### config.mk
export PLATFORM = sky130hd
export DESIGN_NAME = led_btn_debounce
export DESIGN_NICKNAME = d
export VERILOG_FILES = /design/src/rtl/led_pkg.sv /design/src/rtl/led_sync.sv /design/src/rtl/led_btn_debounce.sv
export SDC_FILE = /design/constraint.sdc
export NUM_CORES = 1
export LEC_CHECK = 0
export CAP_MARGIN = 10
export CORE_MARGIN = 5
export CORE_UTILIZATION = 59
export CTS_BUF_LIST = sky130_fd_sc_hd__clkbuf_16
export CTS_CLUSTER_DIAMETER = 80
export DETAILED_ROUTE_END_ITERATION = 8
export DONT_BUFFER_PORTS = 1
export PLACE_DENSITY = 0.76
export SETUP_SLACK_MARGIN = 0.2
export SLEW_MARGIN = 25
export SYNTH_ARGS = -nofsm -noshare
export SYNTH_HDL_FRONTEND = slang
export SYNTH_SLANG_ARGS = --single-unit
### constraint.sdc
create_clock -name clk -period 4.5 [get_ports clk]
set_input_delay 0.225 -clock clk [delete_from_list [all_inputs] [get_ports clk]]
set_output_delay 0.225 -clock clk [all_outputs]
set_load 0.005 [all_outputs]
### src/rtl/led_pkg.sv
// Shared definitions for the LED tile input conditioning.
// Holds the debounce FSM state encoding and default timing.
package led_pkg;

    typedef enum logic [1:0] {
        ST_LO  = 2'd0,
        CHK_HI = 2'd1,
        ST_HI  = 2'd2,
        CHK_LO = 2'd3
    } dbn_state_t;

    localparam int DEBOUNCE_CYCLES_DEF = 1000;
    localparam int SYNC_STAGES_DEF     = 2;
    localparam int CNT_W_DEF           = 16;

endpackage

### src/rtl/led_sync.sv
// Multi-flop synchroniser for asynchronous pad inputs.
// Output is the last stage of the chain; resets to 0.
module led_sync #(
    parameter int STAGES = 2
) (
    input  logic clk,
    input  logic rst_n,
    input  logic d,
    output logic q
);

    logic [STAGES-1:0] chain;

    // shift the pad value through the flop chain every cycle
    always_ff @(posedge clk or negedge rst_n) begin
        if (!rst_n) begin
            chain <= '0;
        end else begin
            chain <= {chain[STAGES-2:0], d};
        end
    end

    assign q = chain[STAGES-1];

endmodule

### src/rtl/led_btn_debounce.sv
// Push-button conditioner: synchronise, debounce, edge pulses, toggle.
// Feeds a clean level to the LED inverter core in place of the raw pin.
module led_btn_debounce
    import led_pkg::*;
#(
    parameter int SYNC_STAGES     = SYNC_STAGES_DEF,
    parameter int DEBOUNCE_CYCLES = DEBOUNCE_CYCLES_DEF,
    parameter int CNT_W           = CNT_W_DEF
) (
    input  logic clk,
    input  logic rst_n,
    input  logic ena,
    input  logic btn_raw,
    output logic btn_level,
    output logic btn_rise,
    output logic btn_fall,
    output logic btn_toggle,
    output logic busy
);

    localparam logic [CNT_W-1:0] DC  = CNT_W'(DEBOUNCE_CYCLES);
    localparam logic [CNT_W-1:0] ONE = CNT_W'(1);

    logic             s;
    dbn_state_t       state;
    dbn_state_t       state_d;
    logic [CNT_W-1:0] cnt;
    logic [CNT_W-1:0] cnt_d;
    logic [CNT_W-1:0] cnt_inc;
    logic             level_d;
    logic             rise_d;
    logic             fall_d;
    logic             tog_d;
    logic             busy_d;

    led_sync #(
        .STAGES (SYNC_STAGES)
    ) u_sync (
        .clk   (clk),
        .rst_n (rst_n),
        .d     (btn_raw),
        .q     (s)
    );

    assign cnt_inc = cnt + ONE;

    // next state, qualification count and registered outputs
    always_comb begin
        state_d = state;
        cnt_d   = cnt;
        level_d = btn_level;
        rise_d  = 1'b0;
        fall_d  = 1'b0;
        tog_d   = btn_toggle;
        if (!ena) begin
            state_d = btn_level ? ST_HI : ST_LO;
            cnt_d   = '0;
        end else begin
            unique case (state)
                ST_LO: begin
                    if (s) begin
                        if (DC == ONE) begin
                            state_d = ST_HI;
                            cnt_d   = '0;
                            level_d = 1'b1;
                            rise_d  = 1'b1;
                            tog_d   = ~btn_toggle;
                        end else begin
                            state_d = CHK_HI;
                            cnt_d   = ONE;
                        end
                    end
                end
                CHK_HI: begin
                    if (!s) begin
                        state_d = ST_LO;
                        cnt_d   = '0;
                    end else if (cnt_inc == DC) begin
                        state_d = ST_HI;
                        cnt_d   = '0;
                        level_d = 1'b1;
                        rise_d  = 1'b1;
                        tog_d   = ~btn_toggle;
                    end else begin
                        cnt_d = cnt_inc;
                    end
                end
                ST_HI: begin
                    if (!s) begin
                        if (DC == ONE) begin
                            state_d = ST_LO;
                            cnt_d   = '0;
                            level_d = 1'b0;
                            fall_d  = 1'b1;
                        end else begin
                            state_d = CHK_LO;
                            cnt_d   = ONE;
                        end
                    end
                end
                CHK_LO: begin
                    if (s) begin
                        state_d = ST_HI;
                        cnt_d   = '0;
                    end else if (cnt_inc == DC) begin
                        state_d = ST_LO;
                        cnt_d   = '0;
                        level_d = 1'b0;
                        fall_d  = 1'b1;
                    end else begin
                        cnt_d = cnt_inc;
                    end
                end
            endcase
        end
        busy_d = (state_d == CHK_HI) || (state_d == CHK_LO);
    end

    // state, counter and output registers
    always_ff @(posedge clk or negedge rst_n) begin
        if (!rst_n) begin
            state      <= ST_LO;
            cnt        <= '0;
            btn_level  <= 1'b0;
            btn_rise   <= 1'b0;
            btn_fall   <= 1'b0;
            btn_toggle <= 1'b0;
            busy       <= 1'b0;
        end else begin
            state      <= state_d;
            cnt        <= cnt_d;
            btn_level  <= level_d;
            btn_rise   <= rise_d;
            btn_fall   <= fall_d;
            btn_toggle <= tog_d;
            busy       <= busy_d;
        end
    end

endmodule

-- Word level (Yosys, flattened, before mapping)
Index checks and enable logic that the tools add are counted.
- bits in latches: 0
- input port bits: 4
- bits in read-only memories: 0
- logic and storage cells: 56
- register bits after elaboration: 25
- memory bits (writable): 0
- output and inout bits: 5
- memories: 0
- add/subtract/negate cells: 1
- bitwise operators: 1
- reductions and logical operators: 6
- multiply operators: 0
- div/mod/pow operators: 0
- multiplexer cells: 28
- $lt $le $gt $ge: 0
- shift-type cells: 0
- equality and inequality tests: 12
- operators with widths (operator ; number):
    2-to-1 mux 16 bit ; 6
    one-hot mux 16 bit (4 select lines) ; 1
    adder 16 x 1 -> 16 bit, second input constant ; 1
    == test 16 x 10 -> 1 bit, second input constant ; 1
    2-to-1 mux 2 bit ; 8
    2-to-1 mux 1 bit ; 11
    one-hot mux 2 bit (4 select lines) ; 1
    == test 2 bit, second input constant ; 3
    inequality test 2 bit, second input constant ; 3
    AND reduction 6 bit ; 1
    == test 2 x 1 -> 1 bit, second input constant ; 2
    AND reduction 4 bit ; 1
    inequality test 3 x 2 -> 1 bit, second input constant ; 1
    inequality test 3 bit, second input constant ; 1
    zero test 2 bit ; 1
    inequality test 2 x 1 -> 1 bit, second input constant ; 1
    one-hot mux 1 bit (2 select lines) ; 1
    AND reduction 2 bit ; 1
    nonzero test 2 bit ; 1
    logical OR 1 bit ; 1
    NOT 1 bit ; 1

-- Depth between registers and ports, before layout
Gate-level depths: netlist of the first run.
- depth after elaboration: 8
- mapped depth: 9

-- By module
From an unflattened synthesis of the first run, not the netlist that was laid out.
- cells, all modules: 163
- area, all modules: 1451.4 um^2
- modules (own cells, without submodules) (module ; times used ; seq. area each (um^2) ; cells an instance ; area an instance (um^2)):
    led_btn_debounce ; 1 ; 550.5 ; 161 ; 1401.3
    led_sync ; 1 ; 50.0 ; 2 ; 50.0

-- Worst setup path before layout of the first run
No wires, ideal clock.
- path kind: register to register
- start: register cnt[7]
- end: register cnt[6]
- arrival time: 2.229 ns
- cell stages (with the launch flop): 10
- slack: 2.145 ns
- path buffers: 2
- setup time: 0.126 ns
- clock period less this slack: 2.355 ns
- cell sequence: dfrtp_1 -> clkbuf_1 -> nand4_1 -> nor3_2 -> mux2_2 -> o22ai_1 -> and4_1 -> buf_6 -> nor2_4 -> a221o_1
- cells in the longest elaborated chain, start to end: 6
- elaborated cells on any way between the ends: 7
- RTL lines (what ; RTL line ; text):
    start, declared ; led_btn_debounce.sv:27 ; logic [CNT_W-1:0] cnt;
    start signal, assigned ; led_btn_debounce.sv:131 ; cnt <= cnt_d;
    adder 16 x 1 -> 16 bit (*) ; led_btn_debounce.sv:45 ; assign cnt_inc = cnt + ONE;
    == test 16 x 10 -> 1 bit (*) ; led_btn_debounce.sv:78, led_btn_debounce.sv:105 ;
    2-to-1 mux 16 bit (*) ; led_btn_debounce.sv:78, led_btn_debounce.sv:105 ;
    2-to-1 mux 16 bit, on equally long branches ; led_btn_debounce.sv:102, led_btn_debounce.sv:75 ;
    one-hot mux 16 bit (4 select lines) (*) ; led_btn_debounce.sv:59 ; unique case (state)
    2-to-1 mux 16 bit (*) ; led_btn_debounce.sv:55 ; if (!ena) begin
Every way passes the cells marked *; elsewhere a longest branch is shown, timed or not.
A chain may end at the register's enable or synchronous reset.

-- Worst setup path in the final report of the first run
- start: register cnt[3]
- end: register cnt[7]
- cells in the longest elaborated chain, start to end: 6
- elaborated cells on any way between the ends: 7
- RTL lines (what ; RTL line):
    adder 16 x 1 -> 16 bit (*) ; led_btn_debounce.sv:45
    == test 16 x 10 -> 1 bit ; led_btn_debounce.sv:78, led_btn_debounce.sv:105
    2-to-1 mux 16 bit (*) ; led_btn_debounce.sv:78, led_btn_debounce.sv:105
    2-to-1 mux 16 bit, on equally long branches ; led_btn_debounce.sv:102, led_btn_debounce.sv:75
    one-hot mux 16 bit (4 select lines) (*) ; led_btn_debounce.sv:59
    2-to-1 mux 16 bit (*) ; led_btn_debounce.sv:55
Marked as above.

==> results.yml, run 1 <==
placed_design:
  place_congestion: 0.842
  post-dp-hpwl_mm: 2.18
  numPortBuffers: 0
global_routing:
  grt_max_degree: 25
  grt-ovfl-total: 0
  grt.total_usage_pct: 19.6
  gr-usage-met2_pct: 30.7
  grt_most_used_layer: "met2"
  grt_util_met3_pct: 3.02
  grt_pass1_vias: 1069
  use_met1_pct: 28.0
  grt_antenna_before_repair: 0
  grt_pass1_wl_mm: 5.29
finish:
  n_fill_cell: 200
  area_growth_pct: 6.41
  multi_input_area_um2: 801
  diodes: 0
  drive_above_1_share_pct: 9.03
  ff_latch_area_um2: 601
  num-nets-final: 161
worst_hold_path:
  min_path_type: "in2reg"
  min_path_cells: 1
  min_from: "ena"
  holdPathEnd: "state[1]"
logic_synthesis:
  synth.area.top_cells: "dfrtp_1 (41%), nand2_1 (5.4%), nor2_1 (3.6%), o21ai_0 (3.4%), xnor2_1 (3.0%)"
  ys_dominant_reg_cell: "dfrtp_1"
  post-synth-top-count-cell: "dfrtp_1"
  synth_top_area_share_pct: 41.0
  synth-async-reset-ratio_pct: 100
  synth_top_area_cell: "dfrtp_1"
  synth_edf_count: 0
  avgSynthCellArea_um2: 9.27
  syn_nets: 163
  synth-seq-cells: 24
  synthDistinctLibCells: 48
  synth_area_um2: 1460
  synth_cells: 158
  synthTopCellsByCount: "dfrtp_1 (24), nand2_1 (21), nor2_1 (14)"
  synth.yosys.seq_area_share_pct: 41.0
  yosys_warnings: 0
drt:
  routed_wl_mm: 3.13
  via_per_inst: 6.39
  drc: 0
  ant_nets: 0
  dr.pass1.iters: 4
  drt-wirelength-per-cell_um: 16.9
  via_count: 1182
  first_iter_violations: 60
cts:
  cts_buffers: 3
  root_buffer: "clkbuf_16"
  cts_setup_buffers: 0
  cts_sinks: 24
  htreeDepth: 1
  clk_pin_slew_ns: 0.06
  cts_tree: "done"
  insertion_delay_ns: 0.25
  max-clock-path-buffers: 2
worst_setup_path:
  crit_cells: 7
  cp_num_buf_inv: 0
  endpoint_kind: "register"
  crit_path_start_kind: "register"
  cp_slowest_stage_delay_ns: 0.56
  criticalPathCategory: "reg2reg"
  r2r_start: "cnt[3]"
  arrival_ns: 2.93
  timing.reg2reg.setup_slack_ns: 1.71
  critPathLaunch: "cnt[3]"
  cp.required_ns: 4.64
  r2r_cells: 7
  r2r-end: "cnt[7]"
  cp_cell_sequence: "nand4_4 > nor3_2 > mux2_2 > o22ai_1 > and4_1 > nor2_4 > a221o_1"
  cpMaxStageDelayCell: "dfrtp_1"
  critPathTopFamily: "simple AND/OR/NAND/NOR gates"
  crit_fanout: 9
sta:
  worst_pin_slew_ns: 0.708
  post-route-period-util_pct: 62.0
  hold_violations: 0
  drv_slew: 0
  period_needed_ns: 2.79
  skew_ns: 0.000905
  tns_ns: 0
  rsz0062_at_grt: "false"
  fmax_mhz: 358
  setup_viol: 0
  maxSlewHeadroom_pct: 52.6
run:
  maxCapViolCount: 0
power:
  powerDensity_nw_per_um2: 273
  ir_worst_vdd_mv: 0.228
  p_total_mw: 0.425
  leakage_nw: 0.642
die:
  die_area_um2: 3580
  rows: 18
  die_x_um: 59.8
  initial_core_util_pct: 60.2
  fp.coreArea_um2: 2430
  io_pins: 9
  chipHeight_um: 59.8
outcome:
  status: "finished, final reports clean"
-- final cells by class --
cell class | count | share of cell area [%]
clock buffer | 3 | 4.82
multi-input combinational | 121 | 51.4
timing repair buffer | 4 | 2.09
clock inverter | 1 | 0.241
inverter | 2 | 0.482
tap | 30 | 2.41
sequential | 24 | 38.6
-- cells in the final DEF (no fill, tap or decap), drive strengths merged, types with 3 or more instances in the layout --
cell and n:
dfrtp 24, nand2 21, nor2 15, o21ai 11
nand3 8, nand4 6, nor3 6, xnor2 5
nor3b 4, xor2 3, nand3b 3, and3 3
a221o 3, o31ai 3, clkbuf 3, nor4 3
-- worst register-to-register path, stage by stage, from the launching register on --
cell,delay (ns)
dfrtp_1,0.56
nand4_4,0.19
nor3_2,0.41
mux2_2,0.38
o22ai_1,0.22
and4_1,0.50
nor2_4,0.10
a221o_1,0.32
-- per-stage QoR --
stage | utilization (%) | setup WS (ns) | std cells | instance area (um^2) | hold slack [ns]
2_1_floorplan | - | 2.14 | 158 | 1460 | -0.0706
3_3_place_gp | 59.8 | 1.89 | 178 | 1450 | -0.0699
3_5_place_dp | 59.8 | 1.78 | 178 | 1450 | -0.0699
4_1_cts | 63.8 | 1.77 | 184 | 1550 | 0.0478
5_1_grt | 64.0 | 1.52 | 185 | 1560 | 0.0535
6_report | 64.0 | 1.71 | 185 | 1560 | 0.0527
-- flip-flops by register name, summed over array words and instances (netlist names) --
register / count
cnt: 16
btn_toggle: 1
btn_level: 1
u_sync.chain: 2
btn_rise: 1
state: 2
btn_fall: 1
-- worst max-delay path by stage --
stage,endpoint,slack [ns]
floorplan,cnt[6],2.14
global route,cnt[3],1.52
CTS,cnt[7],1.77
finish,cnt[7],1.71
detailed placement,cnt[7],1.78
global placement,cnt[3],1.89
-- cell families (layout without fill, tap and decap cells) --
family | Yosys count | count (layout) | share of synthesized area, %
AND/OR/NAND/NOR | 80 | 80 | 32.1
buffers and inverters | 13 | 10 | 4.27
XOR/XNOR | 8 | 8 | 4.79
adder cells (fa/ha/maj) | 1 | 1 | 0.855
AO/OA/AOI/OAI | 29 | 29 | 14.9
multiplexers | 3 | 3 | 2.14
flip-flops | 24 | 24 | 41.0
-- repair_timing --
action,CTS,global route
hold buffers,2,1
gates resized for setup,0,0
hold endpoints to repair,25,4
-- report_power, final --
group / internal, mW / leakage, nW / switching, mW / total, mW
registers: 0.218 / 0.318 / 0.00345 / 0.222
logic: 0.00487 / 0.285 / 0.0103 / 0.0151
clock network: 0.119 / 0.0385 / 0.0699 / 0.188
-- metal layers --
layer | vias up | part of all wire, %
met2 | 27 | 46
met3 | 6 | 4.3
li1 | 573 | -
met1 | 576 | 48
met5 | - | 0
met4 | 0 | 1.2
No activity file was read; power rests on OpenSTA's default activity.
==> run 2: changes to the inputs <==
==> constraint.sdc (replaced) <==
create_clock -name clk -period 2.8 [get_ports clk]
set_input_delay 0.14 -clock clk [delete_from_list [all_inputs] [get_ports clk]]
set_output_delay 0.14 -clock clk [all_outputs]
set_load 0.005 [all_outputs]
==> run 2 against run 1 <==
  * Die area stayed put
  * First-iteration DRC count is 3.3% higher
  * Via count up 4.4%
  * Non-clock buffer count is 5 higher
  * Sequential cell count is the same
  * Global-route usage increased by 3.6 points
  * Setup slack worse by 1.4 ns
  * Routed wire length is 14% higher
  * Critical path type unchanged
  * Register-to-register slack got worse by 1.4 ns
  * Cell area up 6.2%
  * Combinational power is 81% higher
  * Maximum frequency grew 10%
==> results.yml, run 2 (synthesized netlist as in run 1, its figures left out) <==
sta:
  period_needed_ns: 2.53
  worst_pin_slew_ns: 0.702
  whs_ns: 0.000853
  skew_ns: 0.00646
  rsz0062_at_grt: "false"
  setup_viol: 0
  fmax_mhz: 395
  drv_slew: 0
  setup_ws_ns: 0.269
  tns_ns: 0
  hold_violations: 0
  post-route-period-util_pct: 90.4
  maxSlewHeadroom_pct: 53.1
finish:
  area_growth_pct: 13.0
  top_register: "cnt"
  num-nets-final: 166
  largest_reg_flops: 16
  n_fill_cell: 178
  diodes: 0
  instances_no_fill: 190
  reg_top3: "cnt: 16 flops, state: 2 flops, u_sync.chain: 2 flops"
  drive_above_1_share_pct: 14.4
  layout_common_cells: "dfrtp_1 (23), nand2_1 (21), nor2_1 (14), o21ai_0 (10), nand3_1 (7)"
  final_cell_area_um2: 1650
  layout_commonest_cell: "dfrtp_1"
worst_setup_path:
  cp_cell_sequence: "ha_2 > nand2_1 > nor4_4 > xor2_1 > nor2b_1 > and4_4 > nor2_4 > a221o_1"
  arrival_ns: 2.68
  crit_fanout: 9
  endpoint_kind: "register"
  crit_path_start_kind: "register"
  cpMaxStageDelayCell: "dfrtp_1"
  criticalPathCategory: "reg2reg"
  timing.reg2reg.setup_slack_ns: 0.27
  critPathTopFamily: "simple AND/OR/NAND/NOR gates"
  cp.required_ns: 2.94
  cp_slowest_stage_delay_ns: 0.49
  cp_num_buf_inv: 0
cts:
  cts_setup_buffers: 0
  cts_sinks: 24
  clk_pin_slew_ns: 0.07
  insertion_delay_ns: 0.26
  root_buffer: "clkbuf_16"
  cts_buffers: 3
  cts_tree: "done"
  htreeDepth: 1
  max-clock-path-buffers: 2
global_routing:
  grt_pass1_wl_mm: 6.09
  grt_max_degree: 25
  grt_antenna_before_repair: 0
  grt-ovfl-total: 0
  grt_pass1_vias: 1242
  grt.total_usage_pct: 23.2
die:
  fp.coreArea_um2: 2430
  chipHeight_um: 59.8
  rows: 18
  initial_core_util_pct: 60.2
  die_x_um: 59.8
  io_pins: 9
  die_area_um2: 3580
power:
  leakage_nw: 0.710
  powerDensity_nw_per_um2: 481
  ir_worst_vdd_mv: 0.360
drt:
  dr.pass1.iters: 4
  ant_nets: 0
  via_per_inst: 6.49
  first_iter_violations: 62
  routed_wl_mm: 3.56
  drt-wirelength-per-cell_um: 18.8
  via_count: 1234
  drc: 0
placed_design:
  dpl_worst_slack_ns: 0.0411
  numPortBuffers: 0
  dp.cells: 182
  placed_area_um2: 1480
  place_congestion: 0.904
  post-dp-hpwl_mm: 2.28
worst_hold_path:
  min_path_type: "in2reg"
outcome:
  status: "finished, final reports clean"
run:
  maxCapViolCount: 0
run 2: path summary, 6_finish.rpt:
| check | startpoint | to | cells past startpoint |
|---|---|---|---|
| setup / recovery | cnt[0] | cnt[6] | 8 |
| hold / removal | ena | cnt[0] | 1 |
| setup reg to reg | cnt[0] | cnt[6] | 8 |
| hold reg to reg | u_sync.chain[0] | u_sync.chain[1] | 0 |
| max in group asynchronous | rst_n | cnt[4] | 2 |
| min in group asynchronous | rst_n | cnt[6] | 2 |
run 2: timing repair:
action,in CTS,in global routing
gates cloned,0,0
pin swaps,0,1
gates resized for setup,4,3
endpoints found under the setup margin,9,5
hold endpoints to repair,26,24
hold buffers,3,1
run 2: worst reg2reg max path, stage by stage, from the launching register on:
cell     delay, ns
dfrtp_1       0.49
ha_2          0.33
nand2_1       0.22
nor4_4        0.31
xor2_1        0.18
nor2b_1       0.15
and4_4        0.33
nor2_4        0.08
a221o_1       0.33
run 2: report_power, final:
part	internal (mW)	total (mW)	switching (mW)	leakage, nW
combinational	0.00916	0.0273	0.0182	0.343
sequential	0.350	0.356	0.00595	0.316
clock	0.284	0.412	0.128	0.0511
run 2: final cells by class:
class / count / area, um^2 / area share (%)
multi-input cells: 121 / 830 / 50.2
clock inverters: 1 / 30.0 / 1.82
well taps: 30 / 37.5 / 2.27
inverters: 2 / 7.51 / 0.454
repair buffers: 9 / 72.6 / 4.39
flip-flops and latches: 24 / 602 / 36.4
clock buffers: 3 / 75.1 / 4.54
run 2: routing by layer:
layer / GRT usage (%) / part of all wire [%] / vias to the layer above
met4: 10.4 / 2.1 / 0
met2: 37.3 / 49 / 56
met1: 30.4 / 41 / 590
li1: - / - / 579
met3: 3.89 / 7.4 / 9
met5: 0 / 0 / -
run 2: metrics by stage:
stage,utilization (%),power (mW)
6_report,68.0,0.796
5_1_grt,68.0,0.816
4_1_cts,67.3,0.796
3_5_place_dp,61.0,0.378
3_3_place_gp,61.0,0.378
2_1_floorplan,-,0.374
==> run 3: changes to the inputs <==
==> constraint.sdc (replaced) <==
create_clock -name clk -period 2.8 [get_ports clk]
set_input_delay 0.28 -clock clk [delete_from_list [all_inputs] [get_ports clk]]
set_output_delay 0.28 -clock clk [all_outputs]
set_load 0.005 [all_outputs]
==> run 3 against run 2 <==
  * The flow now finishes with violations (negative hold slack)
  * Die area unchanged
  * Utilization is 1.6 points lower
  * Sequential share of layout area increased by 0.83 points
  * Worst hold slack got worse by 0.0085 ns
  * Cell count is 1.6% lower
  * Maximum frequency is 0.18% lower
  * Global-route usage is 0.67 points lower
  * Critical path type unchanged
  * Critical endpoint unchanged
==> results.yml, run 3 (synthesized netlist as in run 1, its figures left out) <==
finish:
  layout_commonest_cell: "dfrtp_1"
  area_growth_pct: 10.3
  num-nets-final: 163
  final_core_util_pct: 66.4
  reg_top3: "cnt: 16 flops, state: 2 flops, u_sync.chain: 2 flops"
  n_fill_cell: 183
  largest_reg_flops: 16
  drive_above_1_share_pct: 14.0
  diodes: 0
  multi_input_area_um2: 821
  top_register: "cnt"
  layout_common_cells: "dfrtp_1 (24), nand2_1 (21), nor2_1 (14), o21ai_0 (10), nand3_1 (7)"
  ff_latch_area_um2: 601
drt:
  first_iter_violations: 58
  via_per_inst: 6.43
  via_count: 1203
  drc: 0
  ant_nets: 0
  drt-wirelength-per-cell_um: 18.6
  routed_wl_mm: 3.47
  dr.pass1.iters: 4
die:
  chipHeight_um: 59.8
  rows: 18
  die_x_um: 59.8
  io_pins: 9
  die_area_um2: 3580
  initial_core_util_pct: 60.2
  fp.coreArea_um2: 2430
sta:
  skew_ns: 0.00625
  fmax_mhz: 394
  post-route-period-util_pct: 90.6
  period_needed_ns: 2.54
  setup_viol: 0
  hold_violations: 10
  drv_slew: 0
  maxSlewHeadroom_pct: 52.2
  tns_ns: 0
  setup_ws_ns: 0.264
  worst_pin_slew_ns: 0.715
  whs_ns: -0.00765
  rsz0062_at_grt: "false"
cts:
  insertion_delay_ns: 0.26
  cts_tree: "done"
  max-clock-path-buffers: 2
  clk_pin_slew_ns: 0.07
  cts_sinks: 24
  root_buffer: "clkbuf_16"
  htreeDepth: 1
  cts_setup_buffers: 0
  cts_buffers: 3
worst_hold_path:
  min_path_type: "in2async"
global_routing:
  grt_antenna_before_repair: 0
  grt.total_usage_pct: 22.5
  grt_pass1_vias: 1221
  grt_pass1_wl_mm: 5.93
  grt-ovfl-total: 0
  grt_max_degree: 25
worst_setup_path:
  r2r_start: "cnt[0]"
  cp_num_buf_inv: 0
  critPathTopFamily: "simple AND/OR/NAND/NOR gates"
  timing.reg2reg.setup_slack_ns: 0.26
  arrival_ns: 2.68
  critPathLaunch: "cnt[0]"
  r2r-end: "cnt[6]"
  endpoint_kind: "register"
  crit_cells: 8
  r2r_cells: 8
  criticalPathCategory: "reg2reg"
  crit_end: "cnt[6]"
  cp_slowest_stage_delay_ns: 0.50
  crit_fanout: 9
  cp.required_ns: 2.94
  cp_cell_sequence: "ha_2 > nand2_1 > nor4_4 > xor2_1 > nor2b_1 > and4_4 > nor2_4 > a221o_1"
  cpMaxStageDelayCell: "dfrtp_1"
  crit_path_start_kind: "register"
power:
  powerDensity_nw_per_um2: 491
  p_total_mw: 0.793
  leakage_nw: 0.683
  ir_worst_vdd_mv: 0.360
outcome:
  status: "complete, but fails checks"
  violations: "negative hold slack"
placed_design:
  place_congestion: 0.904
  post-dp-hpwl_mm: 2.28
  dpl_worst_slack_ns: 0.0411
  numPortBuffers: 0
run:
  maxCapViolCount: 0
-- run 3: how the worst min path moves through the flow --
stage / slack (ns) / end
2_1_floorplan: -0.02 / btn_fall
5_1_grt: 0.04 / cnt[4]
4_1_cts: 0.05 / u_sync.chain[0]
3_3_place_gp: -0.01 / cnt[4]
6_report: -0.008 / cnt[4]
3_5_place_dp: -0.01 / cnt[4]
-- run 3: metal layers --
metal  vias to the layer above  track usage, %  wire length, um
met5                         -               0                0
met4                         0            10.4               48
met3                         5            3.89              201
met2                        45            35.5             1760
met1                       580            30.0             1460
li1                        573               -                -
-- run 3: final cells by class --
| class | count | share of cell area [%] |
|---|---|---|
| sequential | 24 | 37.2 |
| clock inverter | 1 | 1.86 |
| inverter | 2 | 0.465 |
| timing repair buffer | 6 | 2.64 |
| clock buffer | 3 | 4.65 |
| multi-input combinational | 121 | 50.9 |
| tap | 30 | 2.33 |
-- run 3: worst register-to-register path, delay by kind of cell (launching register included) --
family / cells / cell delay [ns]
adder cells (fa/ha/maj): 1 / 0.34
XOR/XNOR: 1 / 0.17
flip-flops: 1 / 0.50
AND/OR/NAND/NOR: 5 / 1.08
AO/OA/AOI/OAI: 1 / 0.33
-- run 3: report_power, final --
part | switching [mW] | internal (mW) | total (mW) | leakage, nW
registers | 0.00604 | 0.350 | 0.356 | 0.318
logic | 0.0173 | 0.00639 | 0.0237 | 0.314
clock network | 0.128 | 0.284 | 0.413 | 0.0511
total | 0.152 | 0.641 | 0.793 | 0.683
-- run 3: per-stage QoR --
stage                     cell area (um^2)  instances
after floorplan                       1460        158
after global placement                1480        182
after detailed placement              1480        182
after CTS                             1620        187
after global routing                  1610        187
final                                 1610        187
-- run 3: repair_timing --
action	CTS	global route
pin swaps	0	0
endpoints found under the hold margin	24	0
hold buffers	1	0
setup endpoints to repair	9	5
resized for setup	4	1
